**src/rtl/kw4281_capture.sv**
```systemverilog
// Receive-side capture for the KW4281 multiplexed 7-segment driver: conditions the
// active-low anode/segment lines, decodes each settled digit and assembles 16-bit frames.
module kw4281_capture #(
    parameter int unsigned CLOCK_FREQUENCY = 100_000_000,
    parameter int unsigned SETTLE_CYCLES   = 4
) (
    input  logic        clk_i,
    input  logic        rst_i,
    input  logic [3:0]  an_i,
    input  logic [6:0]  seg_i,
    output logic [15:0] hex_o,
    output logic        valid_o,
    output logic        err_o
);

    if (SETTLE_CYCLES < 1 || SETTLE_CYCLES > 255 || CLOCK_FREQUENCY == 0) begin : gen_bad_param
        $error("kw4281_capture: SETTLE_CYCLES must be 1..255 and CLOCK_FREQUENCY nonzero");
    end

    localparam logic [7:0] SettleLast = 8'(SETTLE_CYCLES - 1);
    localparam logic [7:0] SettleMax  = 8'(SETTLE_CYCLES);

    // Map a segment pattern to {legal, nibble}; anything outside the 16 glyphs is illegal.
    function automatic logic [4:0] decode_glyph(input logic [6:0] seg);
        logic [4:0] res;
        case (seg)
            7'b1000000: res = 5'h10;
            7'b1111001: res = 5'h11;
            7'b0100100: res = 5'h12;
            7'b0110000: res = 5'h13;
            7'b0011001: res = 5'h14;
            7'b0010010: res = 5'h15;
            7'b0000010: res = 5'h16;
            7'b1111000: res = 5'h17;
            7'b0000000: res = 5'h18;
            7'b0010000: res = 5'h19;
            7'b0001000: res = 5'h1A;
            7'b0000011: res = 5'h1B;
            7'b1000110: res = 5'h1C;
            7'b0100001: res = 5'h1D;
            7'b0000110: res = 5'h1E;
            7'b0001110: res = 5'h1F;
            default:    res = 5'h00;
        endcase
        return res;
    endfunction

    logic [10:0] sync1_q, sync2_q, prev_q;
    logic [7:0]  cnt_q, cnt_d;
    logic [15:0] sh_q, sh_d;
    logic [3:0]  mask_q, mask_d;
    logic [15:0] hex_q, hex_d;
    logic        valid_q, valid_d;
    logic        err_q, err_d;

    logic        stable;
    logic        strobe;
    logic [3:0]  an_s;
    logic [6:0]  seg_s;
    logic [1:0]  digit_idx;
    logic        an_legal;
    logic        an_blank;
    logic [4:0]  glyph;
    logic [3:0]  mask_new;

    assign an_s   = sync2_q[10:7];
    assign seg_s  = sync2_q[6:0];
    assign stable = (sync2_q == prev_q);
    // Counter saturates past SettleLast, so a long stable period strobes exactly once.
    assign strobe = stable && (cnt_q == SettleLast);
    assign glyph  = decode_glyph(seg_s);

    always_ff @(posedge clk_i or negedge rst_i) begin
        if (!rst_i) begin
            sync1_q <= '0;
            sync2_q <= '0;
            prev_q  <= '0;
            cnt_q   <= '0;
        end else begin
            sync1_q <= {an_i, seg_i};
            sync2_q <= sync1_q;
            prev_q  <= sync2_q;
            cnt_q   <= cnt_d;
        end
    end

    always_comb begin
        cnt_d = cnt_q;
        if (!stable) begin
            cnt_d = '0;
        end else if (cnt_q < SettleMax) begin
            cnt_d = cnt_q + 8'd1;
        end
    end

    always_comb begin
        digit_idx = 2'd0;
        an_legal  = 1'b0;
        an_blank  = 1'b0;
        case (an_s)
            4'b1110: begin digit_idx = 2'd0; an_legal = 1'b1; end
            4'b1101: begin digit_idx = 2'd1; an_legal = 1'b1; end
            4'b1011: begin digit_idx = 2'd2; an_legal = 1'b1; end
            4'b0111: begin digit_idx = 2'd3; an_legal = 1'b1; end
            4'b1111: an_blank = 1'b1;
            default: ;
        endcase
    end

    always_comb begin
        sh_d     = sh_q;
        mask_d   = mask_q;
        hex_d    = hex_q;
        valid_d  = 1'b0;
        err_d    = 1'b0;
        mask_new = mask_q | (4'b0001 << digit_idx);
        if (strobe && !an_blank) begin
            if (!an_legal || !glyph[4]) begin
                // Partial frame is discarded; last good frame stays visible.
                err_d  = 1'b1;
                mask_d = '0;
            end else begin
                sh_d[{digit_idx, 2'b00} +: 4] = glyph[3:0];
                if (&mask_new) begin
                    hex_d   = sh_d;
                    valid_d = 1'b1;
                    mask_d  = '0;
                end else begin
                    mask_d = mask_new;
                end
            end
        end
    end

    always_ff @(posedge clk_i or negedge rst_i) begin
        if (!rst_i) begin
            sh_q    <= '0;
            mask_q  <= '0;
            hex_q   <= '0;
            valid_q <= 1'b0;
            err_q   <= 1'b0;
        end else begin
            sh_q    <= sh_d;
            mask_q  <= mask_d;
            hex_q   <= hex_d;
            valid_q <= valid_d;
            err_q   <= err_d;
        end
    end

    assign hex_o   = hex_q;
    assign valid_o = valid_q;
    assign err_o   = err_q;

endmodule
```
**config.mk**
```make
export PLATFORM = sky130hd
export DESIGN_NAME = kw4281_capture
export DESIGN_NICKNAME = d
export VERILOG_FILES = /design/src/rtl/kw4281_capture.sv
export SDC_FILE = /design/constraint.sdc
export NUM_CORES = 1
export LEC_CHECK = 0
export BUFFER_PORTS_ARGS = -buffer_cell sky130_fd_sc_hd__buf_2
export CAP_MARGIN = 30
export CORE_ASPECT_RATIO = 1.4
export CORE_MARGIN = 2
export CORE_UTILIZATION = 35
export CTS_BUF_LIST = sky130_fd_sc_hd__clkbuf_2
export CTS_CLUSTER_SIZE = 30
export DETAILED_ROUTE_END_ITERATION = 6
export GPL_TIMING_DRIVEN = 0
export PLACE_DENSITY = 0.64
export RECOVER_POWER = 25
export SLEW_MARGIN = 10
export SYNTH_ARGS = -nofsm -noshare
export SYNTH_HDL_FRONTEND = slang
export SYNTH_SLANG_ARGS = --single-unit
export TNS_END_PERCENT = 5
```
**constraint.sdc**
```tcl
create_clock -name clk_i -period 2.7 [get_ports clk_i]
set_clock_uncertainty 0.2 [all_clocks]
set_input_delay 0.405 -clock clk_i [delete_from_list [all_inputs] [get_ports clk_i]]
set_output_delay 0.405 -clock clk_i [all_outputs]
set_load 0.1 [all_outputs]
```
# Word-level counts from Yosys, hierarchy flattened
# Index checks and enable logic that the tools add are counted.
[totals]
regBits = 79
output_inout_bits = 18
wordCells = 65
[classes]
n_addsub = 2
n_lt_le_gt_ge = 1
n_eq_ne = 23
shifts = 3
muxes = 14
n_bitwise = 2
reduce_logical = 11
[op_table]
columns = ["operator", "n"]
rows = [
  ["$pmux W5 S16", 1],
  ["$eq A7 B7 Y1 const B", 4],
  ["$eq A7 B5 Y1 const B", 3],
  ["$eq A7 B6 Y1 const B", 3],
  ["$bwmux W16", 1],
  ["$eq A4 B4 Y1 const B", 4],
  ["$mux W8", 2],
  ["$shift A4 B6 Y16 const A", 1],
  ["$shiftx A4 B6 Y16", 1],
  ["$eq A7 B2 Y1 const B", 2],
  ["$eq A7 B4 Y1 const B", 2],
  ["$eq A11 B11 Y1", 1],
  ["$add A8 B1 Y8 const B", 1],
  ["$eq A8 B2 Y1 const B", 1],
  ["$lt A8 B3 Y1 const B", 1],
  ["$mux W4", 2],
  ["$eq A7 B3 Y1 const B", 1],
  ["$logic_not A7 Y1", 1],
  ["$mux W1", 7],
  ["$neg A4 Y6", 1],
  ["$pmux W2 S3", 1],
  ["$reduce_and A6 Y1", 1],
  ["$eq A4 B3 Y1 const B", 1],
  ["$or A4 B4 Y4", 1],
  ["9 further kinds", 12],
]

# Logic depth before layout (Yosys ltp)
[depth]
word_depth = 8
mapped_depth = 11
mapped_depth_nobuf = 9

# Worst setup path after synthesis
# No wires, ideal clock.
[synth_timing]
path_kind = "register to register"
from = "reg sync2_q[10]"
to = "reg hex_q[10], in the netlist hex_o[10]"
setup_ns = 0.126
arrival_time_ns = 2.448
slack_ns = -0.074
stages_incl_launch_ff = 12
path_buffers = 2
synth_period_minus_slack_ns = 2.774
path_cell_list = "dfrtp_1 buf_2 xor2_1 nand3_1 inv_1 ha_1 o22ai_1 nor2_1 nand2_1 a211oi_4 buf_12 mux2_4"
[synth_between]
elab_chain_cells = 7
[synth_lines]
columns = ["element", "line", "rtl"]
rows = [
  ["from (decl)", "48", "logic [10:0] sync1_q, sync2_q, prev_q;"],
  ["from (signal assigned)", "81", "sync2_q <= sync1_q;"],
  ["branches (longest 7 deep; another with $neg A4 Y6)", "--", ""],
  ["to (signal assigned)", "139", "hex_q <= '0;"],
  ["to (signal assigned)", "145", "hex_q <= hex_d;"],
  ["to (decl)", "52", "logic [15:0] hex_q, hex_d;"],
]
# Parallel ways; which one is timed is not known.
# A chain may end at the register's enable or synchronous reset.

# Worst setup path in the final report
[layout_timing]
from = "reg sync2_q[10]"
to = "reg hex_q[1], in the netlist hex_o[1]"
# Same word-level chain as after synthesis.

==> impl_metrics.py <==
metrics = {
    "status": {
        "status": "complete, but fails checks",
        "violations": "capacitance limit, slew limit",
    },
    "timing": {
        "report.final.slew_viol_count": 32,
        "setup_tns_ns": 0,
        "fin_crit_sh_pct": 99.3,
        "worst_slew_pin_slew_ns": 1.81,
        "slew-limit-headroom_pct": -20.4,
        "hold_violations": 0,
        "period_needed_ns": 2.68,
        "final-setup-viol-count": 0,
        "grt_setup_unrepaired": "yes",
        "fmax_mhz": 373,
    },
    "floorplan": {
        "rows": 44,
        "die_y_um": 124,
        "core-area_um2": 10200,
        "dieArea_um2": 11200,
        "io_pins": 31,
        "die_w_um": 90.1,
        "start_util_pct": 35.4,
    },
    "finish": {
        "multi_input_area_um2": 1670,
        "fin_util_pct": 44.3,
        "final_common_cell": "dfrtp_1",
        "seqCellArea_um2": 1980,
        "drive_gt1_share_pct": 34.8,
        "final_nets": 381,
        "final_cell_mix": "dfrtp_1, buf_2, inv_1",
        "fillers": 961,
        "area_growth_syn_to_layout_pct": 25.0,
    },
    "detailed_routing": {
        "via_per_inst": 5.08,
        "drc_errors": 0,
        "wl_per_cell_um": 14.8,
        "vias": 2574,
        "ant_nets": 0,
        "first_pass_iters": 4,
        "drt_iter0_drc": 87,
        "wirelength_mm": 7.49,
    },
    "global_route": {
        "grt_pass1_wl_mm": 12.4,
        "grt_max_degree": 49,
        "grt_pass1_vias": 2587,
        "grt_overflow": 0,
        "antenna_found_initial": 1,
        "grt_usage_pct": 13.9,
    },
    "run": {
        "cap_violations": 1,
    },
    "power_and_ir_drop": {
        "pwr-share-seq_pct": 61.1,
        "pwr_density_cell_nw_per_um2": 443,
        "vdd_ir_drop_max_mv": 0.296,
        "leakage_nw": 1.98,
        "switching_power_w": 0.000580,
        "intPower_w": 0.00143,
        "clkPwrFrac_pct": 28.1,
        "sw_frac_of_total_pct": 28.8,
        "p_comb_share_pct": 10.8,
    },
    "clocking": {
        "cts.sinks": 79,
        "clk_path_buf_depth": 2,
        "clk_latency_ns": 0.54,
        "cts_max_level": 3,
        "cts_buffers": 9,
        "cts_tree": "built",
        "clockRootBuffer": "clkbuf_2",
        "clkTransAtPathRegs_ns": 0.22,
    },
    "worst_setup_path": {
        "arrival_ns": 2.91,
        "max_stage_delay_ns": 0.44,
        "cp_slowest_cell": "dfrtp_1",
        "crit_top_cell": "buf_4",
        "crit_chain": "buf_6 -> xor2_4 -> nand3_4 -> buf_4 -> ha_4 -> o22ai_2 -> nor2_2 -> nand2_2 -> a211oi_4 -> buf_12 -> buf_4 -> mux2_2",
        "critPathKind": "register to register",
        "cpLargestDelayFamily": "buffers and inverters",
        "critPathLaunchType": "register",
        "crit_fanout": 6,
        "cp-end-kind": "register",
        "required_ns": 2.93,
        "crit_buf_inv": 4,
        "rrSetupSlack_ns": 0.02,
    },
    "logic_synthesis": {
        "synthCells": 296,
        "ys.flop_type": "dfrtp_1",
        "synth_seq_area_share_pct": 54.5,
        "ys_warn_count": 0,
        "synth_nets": 314,
        "synth.avg_cell_area_um2": 12.3,
        "synth_seq_cells": 79,
        "synth_edf_count": 0,
        "async_reset_ff_share_pct": 100,
        "syn_area_um2": 3630,
        "ys_types": 56,
    },
    "placed_design": {
        "gp_congestion": 0.869,
        "io_buffers": 30,
        "dp_hpwl_mm": 5.06,
    },
    "min_path": {
        "min_path_type": "register to register",
    },
}
-- layer usage --
layer	wire, um	track usage [%]
met5	0	0
met2	3830	23.3
met3	260	3.99
met4	296	7.06
met1	3110	16.2
-- state kept, by name, summed over array words and instances (netlist names) --
| signal | count |
|---|---|
| hex_o | 16 |
| sh_q | 16 |
| prev_q | 11 |
| sync1_q | 11 |
| sync2_q | 11 |
| cnt_q | 8 |
| mask_q | 4 |
| err_o | 1 |
| valid_o | 1 |
-- stage by stage --
stage	instances	hold WS [ns]	setup WS, ns	power, W	area, um2
3_3_place_gp	464	0.131	-0.410	0.00140	3960
4_1_cts	499	0.0788	0.00683	0.00202	4410
2_1_floorplan	296	-0.0906	0.0161	0.00134	3630
3_5_place_dp	465	0.135	-0.447	0.00141	3990
6_report	507	0.178	0.0198	0.00201	4540
5_1_grt	507	0.181	-0.0941	0.00211	4540
-- repair_timing --
item	in CTS	in global routing
hold buffers	12	0
buffers inserted	6	8
pin swaps	6	4
endpoints found under the setup margin	23	33
endpoints found under the hold margin	90	0
resized for setup	27	11
-- power groups by stage --
stage          Combinational [W]  Clock, W  Sequential [W]
3_5_place_dp            0.000160         0         0.00125
6_report                0.000216  0.000566         0.00123
5_1_grt                 0.000234  0.000646         0.00123
4_1_cts                 0.000197  0.000596         0.00123
3_3_place_gp            0.000151         0         0.00125
2_1_floorplan          0.0000980         0         0.00124
-- layout make-up --
class | instances | area share (%)
repair buffers | 57 | 9.13
diodes | 1 | 0.0552
inverters | 21 | 1.79
plain buffers | 14 | 2.43
clock buffers | 9 | 0.993
clock inverters | 7 | 1.21
flip-flops and latches | 79 | 43.7
multi-input cells | 181 | 36.9
well taps | 138 | 3.81
-- final timing paths --
kind | startpoint | to | depth (start not counted)
setup / recovery | sync2_q[10] | hex_o[1] | 12
hold / removal | sync1_q[1] | sync2_q[1] | 0
setup reg to reg | sync2_q[10] | hex_o[1] | 12
hold reg to reg | sync1_q[1] | sync2_q[1] | 0
max in group asynchronous | rst_i | valid_o | 2
min in group asynchronous | rst_i | sh_q[14] | 2
-- synthesized netlist by cell type, types with 3 or more instances --
cell | number | area, um2
nor4b_1 | 4 | 35.0
inv_1 | 21 | 78.8
xor2_1 | 15 | 131
a21oi_1 | 7 | 35.0
nand4b_1 | 3 | 26.3
mux2_4 | 10 | 150
a2111oi_2 | 3 | 45.0
a22o_1 | 8 | 70.1
nor3b_1 | 5 | 37.5
mux2i_1 | 3 | 30.0
a31oi_1 | 7 | 43.8
o22ai_1 | 19 | 119
dfrtp_1 | 79 | 1980
nand3_1 | 7 | 35.0
nor2_1 | 8 | 30.0
mux2_2 | 9 | 101
nor3_1 | 8 | 40.0
and2_1 | 6 | 37.5
buf_2 | 8 | 40.0
and3_1 | 3 | 18.8
or3_1 | 5 | 31.3
nand2_1 | 10 | 37.5
nand4_1 | 3 | 18.8
ha_1 | 5 | 62.6
-- worst reg2reg max path, cell delays in order, from the launching register on --
cell and delay (ns):
dfrtp_1 0.44, buf_6 0.15, xor2_4 0.16, nand3_4 0.14, buf_4 0.15, ha_4 0.17, o22ai_2 0.08, nor2_2 0.14
nand2_2 0.10, a211oi_4 0.24, buf_12 0.16, buf_4 0.11, mux2_2 0.32
-- cells by family (layout without fill, tap and decap cells) --
| family | after synthesis | in the layout | share of synthesized area [%] |
|---|---|---|---|
| multiplexers | 22 | 22 | 7.76 |
| adder cells (fa/ha/maj) | 5 | 5 | 1.72 |
| XOR/XNOR | 16 | 16 | 3.86 |
| buffers and inverters | 36 | 108 | 5.07 |
| AO/OA/AOI/OAI | 60 | 60 | 13.1 |
| flip-flops | 79 | 79 | 54.5 |
| AND/OR/NAND/NOR | 78 | 78 | 14.1 |
| other | 0 | 1 | 0 |
No activity file was read; power rests on OpenSTA's default activity.
